File: config.mk
export PLATFORM = sky130hd
export DESIGN_NAME = lsu_mem_bridge_flat
export DESIGN_NICKNAME = d
export VERILOG_FILES = /design/src/rtl/lsu_mem_bridge_pkg.sv /design/src/rtl/lsu_mem_bridge_if.sv /design/src/rtl/lsu_mem_bridge_mem_req_check.sv /design/src/rtl/lsu_mem_bridge.sv /design/src/flat_wrapper.sv
export SDC_FILE = /design/constraint.sdc
export NUM_CORES = 1
export LEC_CHECK = 0
export CAP_MARGIN = 20
export CORE_ASPECT_RATIO = 1.2
export CORE_MARGIN = 2
export CORE_UTILIZATION = 40
export CTS_CLUSTER_SIZE = 24
export DETAILED_ROUTE_END_ITERATION = 7
export HOLD_SLACK_MARGIN = 0.15
export PLACE_DENSITY_LB_ADDON = 0.1
export SYNTH_ARGS = -nofsm -noshare
export SYNTH_HDL_FRONTEND = slang
export SYNTH_SLANG_ARGS = --single-unit
File: constraint.sdc
create_clock -name clk -period 3 [get_ports clk]
set_clock_uncertainty 0.2 [all_clocks]
set_input_delay 0.75 -clock clk [delete_from_list [all_inputs] [get_ports clk]]
set_output_delay 0.75 -clock clk [all_outputs]
set_load 0.02 [all_outputs]
File: src/rtl/lsu_mem_bridge_pkg.sv
// lsu_mem_bridge_pkg: shared types and constants for the LSU-to-RAM bridge
package lsu_mem_bridge_pkg;
  localparam int MBUS = 32;
  localparam int ADDR_W = 10;
  localparam int TIMEOUT = 15;
  localparam int CNT_W = 8;
  typedef enum logic {IDLE, REQ} mem_state_t;
  typedef struct packed {
    logic              we;
    logic [ADDR_W-1:0] addr;
    logic [MBUS-1:0]   wdata;
  } mem_req_t;
  typedef logic [1:0] err_code_t;
  localparam err_code_t ERR_CONFLICT = 2'd0;
  localparam err_code_t ERR_MISALIGN = 2'd1;
  localparam err_code_t ERR_RANGE    = 2'd2;
  localparam err_code_t ERR_TIMEOUT  = 2'd3;
endpackage

File: src/rtl/lsu_mem_bridge_if.sv
// lsu_mem_bridge_if: processor-side and RAM-side signals of the bridge
interface lsu_mem_bridge_if;
  import lsu_mem_bridge_pkg::*;
  logic              MRE;
  logic              MWE;
  logic [MBUS-1:0]   addressData;
  logic [MBUS-1:0]   storeData;
  logic [MBUS-1:0]   loadedData;
  logic              load_valid;
  logic              stall;
  logic              mem_err;
  err_code_t         err_code;
  logic              mem_req;
  logic              mem_we;
  logic [ADDR_W-1:0] mem_addr;
  logic [MBUS-1:0]   mem_wdata;
  logic [MBUS-1:0]   mem_rdata;
  logic              mem_ack;
  modport master (
    output MRE, MWE, addressData, storeData, mem_rdata, mem_ack,
    input  loadedData, load_valid, stall, mem_err, err_code, mem_req, mem_we, mem_addr, mem_wdata
  );
  modport slave (
    input  MRE, MWE, addressData, storeData, mem_rdata, mem_ack,
    output loadedData, load_valid, stall, mem_err, err_code, mem_req, mem_we, mem_addr, mem_wdata
  );
endinterface

File: src/rtl/lsu_mem_bridge_mem_req_check.sv
// lsu_mem_bridge_mem_req_check: combinational legality check of a processor memory request
module lsu_mem_bridge_mem_req_check
  import lsu_mem_bridge_pkg::*;
(
  input  logic              mre_i,
  input  logic              mwe_i,
  input  logic [MBUS-1:0]   addr_i,
  output logic              legal_o,
  output logic              err_o,
  output err_code_t         code_o,
  output logic [ADDR_W-1:0] word_o
);
  logic req, conflict, misalign, oor, bad;
  // classify the request; conflict outranks misalignment, which outranks range
  always_comb begin
    req      = mre_i | mwe_i;
    conflict = mre_i & mwe_i;
    misalign = |addr_i[1:0];
    oor      = |addr_i[MBUS-1:ADDR_W+2];
    bad      = conflict | misalign | oor;
    legal_o  = req & ~bad;
    err_o    = req & bad;
    code_o   = conflict ? ERR_CONFLICT : misalign ? ERR_MISALIGN : ERR_RANGE;
    word_o   = addr_i[ADDR_W+1:2];
  end
endmodule

File: src/rtl/lsu_mem_bridge.sv
// lsu_mem_bridge: turns processor load/store strobes into a req/ack RAM access with stall
module lsu_mem_bridge
  import lsu_mem_bridge_pkg::*;
(
  input  logic             clk,
  input  logic             rst,
  lsu_mem_bridge_if.slave  bus
);
  mem_state_t        state_q, state_d;
  logic [CNT_W-1:0]  cnt_q, cnt_d, cnt_inc;
  mem_req_t          req_q, req_d;
  logic [MBUS-1:0]   ld_q, ld_d;
  logic              lv_q, lv_d, err_q, err_d;
  err_code_t         code_q, code_d, chk_code;
  logic              legal, chk_err;
  logic [ADDR_W-1:0] word;

  lsu_mem_bridge_mem_req_check u_chk (
    .mre_i   (bus.MRE),
    .mwe_i   (bus.MWE),
    .addr_i  (bus.addressData),
    .legal_o (legal),
    .err_o   (chk_err),
    .code_o  (chk_code),
    .word_o  (word)
  );

  assign cnt_inc        = cnt_q + 1'b1;
  assign bus.mem_req    = state_q == REQ;
  assign bus.mem_we     = req_q.we;
  assign bus.mem_addr   = req_q.addr;
  assign bus.mem_wdata  = req_q.wdata;
  assign bus.loadedData = ld_q;
  assign bus.load_valid = lv_q;
  assign bus.mem_err    = err_q;
  assign bus.err_code   = code_q;
  assign bus.stall      = (state_q == REQ) | ((state_q == IDLE) & legal);

  // next state: accept or reject in IDLE, wait for ack or time out in REQ
  always_comb begin
    state_d = state_q;
    cnt_d   = cnt_q;
    req_d   = req_q;
    ld_d    = ld_q;
    lv_d    = 1'b0;
    err_d   = 1'b0;
    code_d  = code_q;
    if (state_q == IDLE) begin
      if (legal) begin
        state_d = REQ;
        cnt_d   = '0;
        req_d   = '{we: bus.MWE, addr: word, wdata: bus.storeData};
      end else if (chk_err) begin
        err_d  = 1'b1;
        code_d = chk_code;
        lv_d   = bus.MRE;
        ld_d   = bus.MRE ? '0 : ld_q;
      end
    end else if (bus.mem_ack) begin
      state_d = IDLE;
      lv_d    = ~req_q.we;
      ld_d    = req_q.we ? ld_q : bus.mem_rdata;
    end else if (cnt_inc == CNT_W'(TIMEOUT)) begin
      state_d = IDLE;
      err_d   = 1'b1;
      code_d  = ERR_TIMEOUT;
      lv_d    = ~req_q.we;
      ld_d    = req_q.we ? ld_q : '0;
    end else begin
      cnt_d = cnt_inc;
    end
  end

  // state, counter and output registers
  always_ff @(posedge clk) begin
    if (rst) begin
      state_q <= IDLE;
      cnt_q   <= '0;
      req_q   <= '0;
      ld_q    <= '0;
      lv_q    <= 1'b0;
      err_q   <= 1'b0;
      code_q  <= ERR_CONFLICT;
    end else begin
      state_q <= state_d;
      cnt_q   <= cnt_d;
      req_q   <= req_d;
      ld_q    <= ld_d;
      lv_q    <= lv_d;
      err_q   <= err_d;
      code_q  <= code_d;
    end
  end
endmodule

File: src/flat_wrapper.sv
// flat-port wrapper written by rule: the top's interface ports become plain ports
module lsu_mem_bridge_flat import lsu_mem_bridge_pkg::*;
  (clk, rst, bus_MRE, bus_MWE, bus_addressData, bus_storeData, bus_mem_rdata, bus_mem_ack, bus_loadedData, bus_load_valid, bus_stall, bus_mem_err, bus_err_code, bus_mem_req, bus_mem_we, bus_mem_addr, bus_mem_wdata);
  lsu_mem_bridge_if bus_i ();
  input  logic clk;
  input  logic rst;
  input wire logic [$bits(bus_i.MRE)-1:0] bus_MRE;
  input wire logic [$bits(bus_i.MWE)-1:0] bus_MWE;
  input wire logic [$bits(bus_i.addressData)-1:0] bus_addressData;
  input wire logic [$bits(bus_i.storeData)-1:0] bus_storeData;
  input wire logic [$bits(bus_i.mem_rdata)-1:0] bus_mem_rdata;
  input wire logic [$bits(bus_i.mem_ack)-1:0] bus_mem_ack;
  output wire logic [$bits(bus_i.loadedData)-1:0] bus_loadedData;
  output wire logic [$bits(bus_i.load_valid)-1:0] bus_load_valid;
  output wire logic [$bits(bus_i.stall)-1:0] bus_stall;
  output wire logic [$bits(bus_i.mem_err)-1:0] bus_mem_err;
  output wire logic [$bits(bus_i.err_code)-1:0] bus_err_code;
  output wire logic [$bits(bus_i.mem_req)-1:0] bus_mem_req;
  output wire logic [$bits(bus_i.mem_we)-1:0] bus_mem_we;
  output wire logic [$bits(bus_i.mem_addr)-1:0] bus_mem_addr;
  output wire logic [$bits(bus_i.mem_wdata)-1:0] bus_mem_wdata;
  assign bus_i.MRE = bus_MRE;
  assign bus_i.MWE = bus_MWE;
  assign bus_i.addressData = bus_addressData;
  assign bus_i.storeData = bus_storeData;
  assign bus_i.mem_rdata = bus_mem_rdata;
  assign bus_i.mem_ack = bus_mem_ack;
  assign bus_loadedData = bus_i.loadedData;
  assign bus_load_valid = bus_i.load_valid;
  assign bus_stall = bus_i.stall;
  assign bus_mem_err = bus_i.mem_err;
  assign bus_err_code = bus_i.err_code;
  assign bus_mem_req = bus_i.mem_req;
  assign bus_mem_we = bus_i.mem_we;
  assign bus_mem_addr = bus_i.mem_addr;
  assign bus_mem_wdata = bus_i.mem_wdata;
  lsu_mem_bridge u_core (.clk(clk), .rst(rst), .bus(bus_i));
endmodule
==> results_dict.tcl <==
set metrics [dict create \
    syn_to_final_growth_pct 64.1 \
    dr.first_iter.drc_count 166 \
    grt_pass1_vias 3546 \
    power_leakage_nw 2.01 \
    synth_edf_count 0 \
    dpl.hpwl_um 7510 \
    ios 182 \
    diodes 0 \
    grt_first_pass_wirelength_um 16700 \
    hold_buffers 0 \
    slew_viol_final 0 \
    final_util_pct 67.7 \
    viasPerCell 4.92 \
    die_y_um 107 \
    cts_tree "yes" \
    postSynthAreaPerCell_um2 8.13 \
    overflow 0 \
    vias 3662 \
    drive_gt1_share_pct 11.5 \
    ff2ff_setup_slack_ps 330 \
    fmax_ghz 0.342 \
    num_rows 37 \
    routed_wl_um 10500 \
    cap_viol_max_count 0 \
    worstHoldPathCells 2 \
    first_pass_iters 4 \
    peakVddDrop_mv 0.219 \
    h-tree-depth 3 \
    async_flop_share_pct 0 \
    yosys-top-cells-area "dfxtp_1 (50%), nand2_1 (13%), a21oi_1 (7.6%), nand2b_1 (6.0%), o21ai_0 (5.5%)" \
    cts.clk_slew.worst_paths_ps 80 \
    crit_path_start_kind "primary input" \
    rr_startpoint "u_core.cnt_q[1]" \
    min-delay-start "u_core.bus.mem_addr[7]" \
    insertion_delay_ps 360 \
    synth_cell_types 37 \
    core_area_mm2 0.00856 \
    root_buffer "clkbuf_8" \
    hold_viol_final 0 \
    critPathMaxFanout 2 \
    slew_headroom_pct 50.3 \
    run_status "finished, final reports clean" \
    ys.warnings.count 0 \
    dp_cells 722 \
    r2r_end "u_core.cnt_q[4]" \
    tightest_slew_ps 745 \
    worstHoldPathType "flip-flop to flip-flop" \
    yosys.area.top_type_share_pct 49.8 \
    grt_max_degree 48 \
    synth_fp_nets 538 \
    cts_buffer_depth 2 \
    drc 0 \
    nNetsFinal 726 \
    synthCells 435 \
    cp.arrival_ps 1980 \
    grt_setup_unrepaired "yes" \
    criticalPathCategory "primary input to output port" \
    start_util_pct 41.3 \
    final_cell_count_no_fill 744 \
    min_period_ps 2930 \
    synth_area_mm2 0.00353 \
    die_w_um 89.8 \
    routedWlPerCell_um 14.1 \
    clock_sinks 88 \
    synth-seq-cells 88 \
    fin_crit_sh_pct 97.6 \
    synth_ff_type "dfxtp_1" \
    power_density_mw_per_mm2 363 \
    placed_area_mm2 0.00556 \
    yosysSeqAreaShare_pct 49.8 \
    place.gp.congestion 0.750 \
    grt_use_total_pct 21.3 \
    worst_ep_required_time_ps 2050 \
    die_area_mm2 0.00961 \
    ant_nets 0 \
    setup_viol 0 \
    end_kind "output port" \
    final_area_mm2 0.00580 \
    hold_end "u_core.bus.mem_addr[7]" \
    yosysTopAreaCell "dfxtp_1" \
    port_buffers 181 \
    antenna_found_initial 0 \
    numCtsBuffers 9 \
    rr_worst_depth 7 \
]
[power breakdown]
group          internal, W  switching, W  leakage, nW
clock             0.000339      0.000404       0.0882
sequential         0.00117    0.00000139        0.709
combinational     0.000130     0.0000626         1.21
total              0.00164      0.000468         2.01
[cells by family after synthesis]
logic type	share of synthesized area (%)
xor+xnor	0.248
simple gates	25.4
fa+ha+maj	0.708
flops	49.8
compound gates	19.5
buf+inv	4.25
[timing repair]
item | CTS | global route
setup buffers | 6 | 0
endpoints found under the setup margin | 1 | 83
cloned | 0 | 1
resized for setup | 38 | 30
pin swaps | 10 | 8
[worst max-delay path, stage by stage]
cell and delay [ps]:
buf_6 90, a211oi_2 210, buf_4 160, nand4_1 170, or2_4 300, o21bai_1 140
buf_4 160
[worst max-delay path by stage]
stage | startpoint | endpoint | slack, ps
after CTS | bus_addressData[26] | bus_stall | 20
after floorplan | bus_MRE | bus_stall | 130
after global placement | bus_MRE | bus_stall | -930
after detailed placement | bus_MRE | bus_stall | -920
final | bus_MWE | bus_stall | 70
after global routing | bus_MWE | bus_stall | -20
[metal layers]
metal / vias to the layer above / wire [um] / GRT usage [%]
met5: - / 0 / 0
met1: 1662 / 4340 / 23.9
met3: 20 / 776 / 6.39
met4: 0 / 296 / 10.5
li1: 1835 / - / -
met2: 145 / 5060 / 37.1
[layout make-up]
class | count | area, um^2
Multi-Input combinational cell | 311 | 1690
Timing Repair Buffer | 206 | 2000
Clock buffer | 12 | 155
Fill cell | 742 | 2760
Clock inverter | 3 | 17.5
Tap cell | 117 | 146
Inverter | 7 | 26.3
Sequential cell | 88 | 1760
[registers in the layout, summed over array words and instances, names as in the netlist]
name / flops
u_core.bus.mem_req: 1
u_core.bus.mem_err: 1
u_core.bus.loadedData: 32
u_core.bus.load_valid: 1
u_core.bus.err_code: 2
u_core.cnt_q: 8
u_core.bus.mem_wdata: 32
u_core.bus.mem_addr: 10
u_core.bus.mem_we: 1
[stage by stage]
stage / setup TNS, ps / hold slack, ps / total power, W / setup slack [ps]
floorplan: 0 / 305 / 0.00124 / 130
global placement: -944 / 237 / 0.00140 / -930
detailed placement: -1150 / 242 / 0.00140 / -921
CTS: 0 / 255 / 0.00213 / 15.3
global route: -21.2 / 266 / 0.00219 / -21.2
finish: 0 / 252 / 0.00211 / 73.5
[synthesized netlist by cell type, types with 2 or more instances]
cell type,count
clkbuf_1,22
nand2_1,122
nor2b_1,4
nand4_1,3
ha_1,2
or2_2,3
a211oi_1,4
nand3_1,4
nand2b_1,34
and3_1,2
o2111ai_1,2
nor2_1,6
inv_1,7
dfxtp_1,88
a21oi_1,54
o21ai_0,39
nor4_1,5
or4_1,2
or3_1,2
o21bai_1,4
buf_2,6
a221oi_2,5
[placed cells by master (no fill, tap or decap), types with 2 or more instances in the layout]
cell | Yosys | final
a221oi_2 | 5 | 5
buf_12 | 0 | 3
ha_1 | 2 | 2
buf_6 | 1 | 3
inv_1 | 7 | 7
clkbuf_8 | 0 | 11
a211oi_1 | 4 | 2
nor2b_1 | 4 | 4
buf_4 | 0 | 21
a211oi_2 | 1 | 3
a21oi_1 | 54 | 54
nor4_2 | 0 | 5
or4_1 | 2 | 2
dfxtp_1 | 88 | 88
o2111ai_1 | 2 | 2
or2_2 | 3 | 2
nor2_1 | 6 | 6
clkbuf_2 | 0 | 8
nand4_1 | 3 | 3
nand2_1 | 122 | 122
clkdlybuf4s15_1 | 0 | 4
dlygate4sd2_1 | 0 | 10
nand3_1 | 4 | 4
nand2b_1 | 34 | 34
o21ai_0 | 39 | 38
o21bai_1 | 4 | 4
clkdlybuf4s50_1 | 0 | 155
and3_1 | 2 | 2
clkinv_2 | 0 | 2
No activity file was read; power rests on OpenSTA's default activity.
